### src/rtl/logic_gate_unit.sv
// Bitwise logic unit with a 2-entry in-order result buffer and valid/ready handshakes.
// Optional macro LOGIC_GATE_UNIT_POPCNT_EN adds out_popcnt (count of ones in out_data).
module logic_gate_unit #(
    parameter int          WIDTH  = 8,
    parameter logic [2:0]  DEF_OP = 3'b010,
    localparam int         PCW    = $clog2(WIDTH + 1)
) (
    input  logic             clk,
    input  logic             rst_n,
    input  logic             in_valid,
    output logic             in_ready,
    input  logic [WIDTH-1:0] in_a,
    input  logic [WIDTH-1:0] in_b,
    input  logic [2:0]       op,
    input  logic             op_sel_en,
    output logic             out_valid,
    input  logic             out_ready,
    output logic [WIDTH-1:0] out_data,
`ifdef LOGIC_GATE_UNIT_POPCNT_EN
    output logic [PCW-1:0]   out_popcnt,
`endif
    output logic             out_zero
);

    // state | meaning
    // EMPTY | no buffered result
    // ONE   | entry 0 holds the only result
    // TWO   | entry 0 oldest, entry 1 newest; input stalled
    typedef enum logic [1:0] {
        ST_EMPTY = 2'd0,
        ST_ONE   = 2'd1,
        ST_TWO   = 2'd2
    } state_t;

    state_t           state_q, state_d;
    logic             in_ready_q, in_ready_d;
    logic [WIDTH-1:0] data0_q, data0_d, data1_q, data1_d;
    logic             zero0_q, zero0_d, zero1_q, zero1_d;
    logic [WIDTH-1:0] res;
    logic             res_zero;
    logic [2:0]       eff_op;
    logic             accept, consume;

`ifdef LOGIC_GATE_UNIT_POPCNT_EN
    logic [PCW-1:0]   pc0_q, pc0_d, pc1_q, pc1_d;
    logic [PCW-1:0]   res_pc;

    function automatic logic [PCW-1:0] popcount(input logic [WIDTH-1:0] v);
        logic [PCW-1:0] c;
        c = '0;
        for (int i = 0; i < WIDTH; i++) c = c + PCW'(v[i]);
        return c;
    endfunction

    assign res_pc     = popcount(res);
    assign out_popcnt = pc0_q;
`endif

    assign eff_op = op_sel_en ? op : DEF_OP;

    always_comb begin
        res = '0;
        case (eff_op)
            3'b000:  res = in_a & in_b;
            3'b001:  res = in_a | in_b;
            3'b010:  res = ~(in_a | in_b);
            3'b011:  res = ~(in_a & in_b);
            3'b100:  res = in_a ^ in_b;
            3'b101:  res = ~(in_a ^ in_b);
            3'b110:  res = ~in_a;
            default: res = in_a;
        endcase
    end

    assign res_zero  = (res == '0);
    assign accept    = in_valid && in_ready_q;
    assign consume   = out_valid && out_ready;
    assign in_ready  = in_ready_q;
    assign out_valid = (state_q != ST_EMPTY);
    assign out_data  = data0_q;
    assign out_zero  = zero0_q;

    // Entry 0 is always the head; a pop from TWO shifts entry 1 down.
    always_comb begin
        state_d = state_q;
        data0_d = data0_q;
        data1_d = data1_q;
        zero0_d = zero0_q;
        zero1_d = zero1_q;
`ifdef LOGIC_GATE_UNIT_POPCNT_EN
        pc0_d   = pc0_q;
        pc1_d   = pc1_q;
`endif
        case (state_q)
            ST_EMPTY: begin
                if (accept) begin
                    state_d = ST_ONE;
                    data0_d = res;
                    zero0_d = res_zero;
`ifdef LOGIC_GATE_UNIT_POPCNT_EN
                    pc0_d   = res_pc;
`endif
                end
            end
            ST_ONE: begin
                if (accept && consume) begin
                    data0_d = res;
                    zero0_d = res_zero;
`ifdef LOGIC_GATE_UNIT_POPCNT_EN
                    pc0_d   = res_pc;
`endif
                end else if (accept) begin
                    state_d = ST_TWO;
                    data1_d = res;
                    zero1_d = res_zero;
`ifdef LOGIC_GATE_UNIT_POPCNT_EN
                    pc1_d   = res_pc;
`endif
                end else if (consume) begin
                    state_d = ST_EMPTY;
                end
            end
            ST_TWO: begin
                if (consume) begin
                    state_d = ST_ONE;
                    data0_d = data1_q;
                    zero0_d = zero1_q;
`ifdef LOGIC_GATE_UNIT_POPCNT_EN
                    pc0_d   = pc1_q;
`endif
                end
            end
            default: state_d = ST_EMPTY;
        endcase
        in_ready_d = (state_d != ST_TWO);
    end

    always_ff @(posedge clk or negedge rst_n) begin
        if (!rst_n) begin
            state_q    <= ST_EMPTY;
            in_ready_q <= 1'b0;
            data0_q    <= '0;
            data1_q    <= '0;
            zero0_q    <= 1'b0;
            zero1_q    <= 1'b0;
`ifdef LOGIC_GATE_UNIT_POPCNT_EN
            pc0_q      <= '0;
            pc1_q      <= '0;
`endif
        end else begin
            state_q    <= state_d;
            in_ready_q <= in_ready_d;
            data0_q    <= data0_d;
            data1_q    <= data1_d;
            zero0_q    <= zero0_d;
            zero1_q    <= zero1_d;
`ifdef LOGIC_GATE_UNIT_POPCNT_EN
            pc0_q      <= pc0_d;
            pc1_q      <= pc1_d;
`endif
        end
    end

endmodule
### config.mk
export PLATFORM = sky130hd
export DESIGN_NAME = logic_gate_unit
export DESIGN_NICKNAME = d
export VERILOG_FILES = /design/src/rtl/logic_gate_unit.sv
export SDC_FILE = /design/constraint.sdc
export NUM_CORES = 1
export LEC_CHECK = 0
export ABC_AREA = 1
export CAP_MARGIN = 25
export CORE_ASPECT_RATIO = 0.8
export CORE_UTILIZATION = 40
export CTS_CLUSTER_SIZE = 28
export DETAILED_ROUTE_END_ITERATION = 8
export HOLD_SLACK_MARGIN = 0.03
export SYNTH_ARGS = -nofsm -noshare
export SYNTH_HDL_FRONTEND = slang
export SYNTH_SLANG_ARGS = --single-unit
### constraint.sdc
create_clock -name clk -period 4 [get_ports clk]
set_input_delay 0.8 -clock clk [delete_from_list [all_inputs] [get_ports clk]]
set_output_delay 0.8 -clock clk [all_outputs]
set_load 0.02 [all_outputs]
==> metrics <==
Hold Slack a little under 0.5 ns; # rows 22; Sequential Power Share 35.9%; via/cell ratio about 5.0; nature of the critical path endpoint flip-flop; Post-Syn Nets ~330; chip height 64.22 microns; fill count 471; Cell Pwr Density between 400 and 500 nW/um^2; post-synth cell types 24; Crit path buffers/inverters 2; top-area cell type share of the netlist area between 20% and 30%; Fin Clk Skew 0.001099 ns; TritonCTS buffer count 3; ys flop type dfrtp_1; Die ar. ~5000 sq um; fin cells ~380; Congestion Overflow GR 0; Seq/Total Area, Yosys between 20% and 30%; synthesis-to-finish area growth 21.33%; fin area 2349 sq um; fmax around 350 MHz; Worst path slowest cell clkdlybuf4s50_1; Critical Path, Cell by Cell clkdlybuf4s50_1 > inv_1 > nand3b_1 > nand2_1 > nor2_1 > nand2_1 > nand2_1 > nand2_1 > nor2_1 > nand2_1 > nand2_1 > nand2_1 > nand2_1; Starting Density a little over two fifths; Post-synth ARST share 100.0%; class of the tightest hold or removal check flip-flop to flip-flop; Slew Limit Fails 0; crit-path most repeated cell nand2_1; Core ar. 4624 sq um; largest cells by area after synthesis dfrtp_1 (27%), nand2_1 (16%), ha_1 (10%); clk buf depth 2; Post-Place Cells 372; CP required 4.20 ns; final setup fails 0; post-route minimum period 2.829 ns; RSZ-0062 raised after global routing no; Clock power frac around 14%; largest stage delay on the critical path approximately 0.78 ns; fin crit share a little over two thirds; placed standard-cell area 2303 sq um; IO Count 35; EDFF count, synth 0; utilization after layout approximately 50%; cell taking the most area after synthesis dfrtp_1; post-route total power a little under 1 mW; most common cell in the synthesized netlist nand2_1; Avg Inst Size Synth 6.768 sq um; synthesized area 1936 sq um; setup bufs post-CTS 0; Int Power 581.4 uW; WS Path Type input port to flip-flop; antenna violations before repair 0; leakage ~1.3 nW; HPWL Detailed about 3.6 mm; CTS Sinks 21; DRC 0; post_cts resized 0; startpoint types input port; vias in the first global route roughly 1600; setup tns final 0 ns; Max VDD drop just under 400 uV; switching pwr around 400 uW; YS warnings 0; Layout Nets between 300 and 400; status complete, no violations; Tot GR Track Use a little under 20%; 1st-iter DRT viols 121; CP Max Fanout 24; Least-Margin Pin Slew around 0.94 ns; Worst slew margin 37.11%; Via Count about 1900; largest net degree at the start of global routing 25; WL per Instance around 13 microns; Port Buf Inserts 34; worst setup margin between 1 and 1.5 ns; antenna cell count 0; Hold Vio Cnt, Final 0; crit-path leading delay family buffers and inverters; Post-synth top cells nand2_1 (80), inv_1 (33), nor2_1 (29), dfrtp_1 (21), nand3_1 (19); Post-DRT Antenna Nets 0; H-tree depth 1; logic gate share of total power 50.3%; Die Wd 79.78 microns; Net Sw Frac between 40 and 50%; Gate Count Post-Synth 286; Worst-Skew Late Latency between 0.2 and 0.3 ns; Multi-input gate area 1215 sq um; share of cells above drive strength 1 under 10%; first-pass GRT wire length roughly 7.7 mm; drt pass-1 iters 4; Reg clk slew, reported paths 0.07 ns; number of max-cap violations 0; CTS tree done; CTS root buf clkbuf_8; Hold Buf Count CTS 0; Synth Register Bits 21; gpl congestion slightly below 0.9; Post-Place Worst Slack ~0.95 ns; total wire length about 4.8 mm; Arrival @ worst endpoint around 3.0 ns; register area approximately 530 sq um
[final timing paths]
| path | from | endpoint | slack, ns | cells after the start |
|---|---|---|---|---|
| max in group asynchronous | rst_n | data1_q[0]$_DFFE_PN0P_ | 2.36 | 1 |
| max reg2reg | state_q[1]$_DFF_PN0_ | out_data[0]$_DFFE_PN0P_ | 2.01 | 9 |
| min in group asynchronous | rst_n | out_data[4]$_DFFE_PN0P_ | 1.06 | 1 |
| max | op[2] | out_zero$_DFFE_PN0P_ | 1.17 | 13 |
| min | data1_q[1]$_DFFE_PN0P_ | data1_q[1]$_DFFE_PN0P_ | 0.49 | 2 |
| min reg2reg | data1_q[1]$_DFFE_PN0P_ | data1_q[1]$_DFFE_PN0P_ | 0.49 | 2 |
[power by group through the flow]
stage               Sequential [mW]  Clock [mW]  Combinational, mW
floorplan                     0.401           0              0.255
finish                        0.353       0.136              0.495
global placement              0.355           0              0.492
CTS                           0.353       0.140              0.498
detailed placement            0.356           0              0.496
global route                  0.365       0.151              0.551
[layout by cell type (no fill, tap or decap)]
cell type	synthesis	routed
a21oi_2	1	1
nand2_4	2	2
o211ai_1	1	1
clkbuf_1	3	1
nor2_1	29	29
nand2_1	80	80
clkbuf_8	0	3
clkdlybuf4s50_1	0	34
nor2_8	2	2
o21a_1	2	2
o21ai_1	7	7
inv_2	1	1
nand3_1	19	19
a21oi_1	8	8
nand4_1	18	18
ha_1	16	16
inv_1	33	33
nor2_4	1	1
buf_4	0	2
nand2_2	2	2
o21ai_0	14	14
nand3b_1	18	18
clkinv_2	1	1
dfrtp_1	21	21
[registers in the layout, summed over array words and instances, names as in the netlist]
signal,cells
data1_q,8
in_ready,1
out_data,8
out_zero,1
state_q,2
zero1_q,1
[per-layer routing]
metal  share of wire [%]  GRT usage [%]  routed length [microns]  vias up
met5                   0              0                        0        -
met4                0.17          1.339                        8        0
met3                 5.0          3.429                      238        2
met2                  42          29.81                     2005       47
met1                  53          29.16                     2508      838
li1                    -              -                        -      991
[cells by family (layout without fill, tap and decap cells)]
family	after synthesis	in the layout	share of synthesized area [%]
simple gates	171	171	43.31
buf+inv	45	75	10.08
compound gates	33	33	9.114
flops	21	21	27.15
fa+ha+maj	16	16	10.34
[worst register-to-register path, stage by stage, from the launching register on]
cell and delay, ns:
dfrtp_1 0.37, inv_1 0.06, nor2_1 0.08, buf_4 0.20, inv_1 0.15, a21oi_2 0.33
inv_1 0.30, a21oi_1 0.19, o21ai_1 0.09, o21a_1 0.11
[layout make-up]
| class | count | area share [%] |
|---|---|---|
| clock buffers | 4 | 1.918 |
| inverters | 35 | 5.647 |
| multi-input cells | 220 | 51.73 |
| well taps | 60 | 3.197 |
| flip-flops and latches | 21 | 22.38 |
| repair buffers | 36 | 15.13 |
Note: power is estimated with default switching activity, not from simulation.
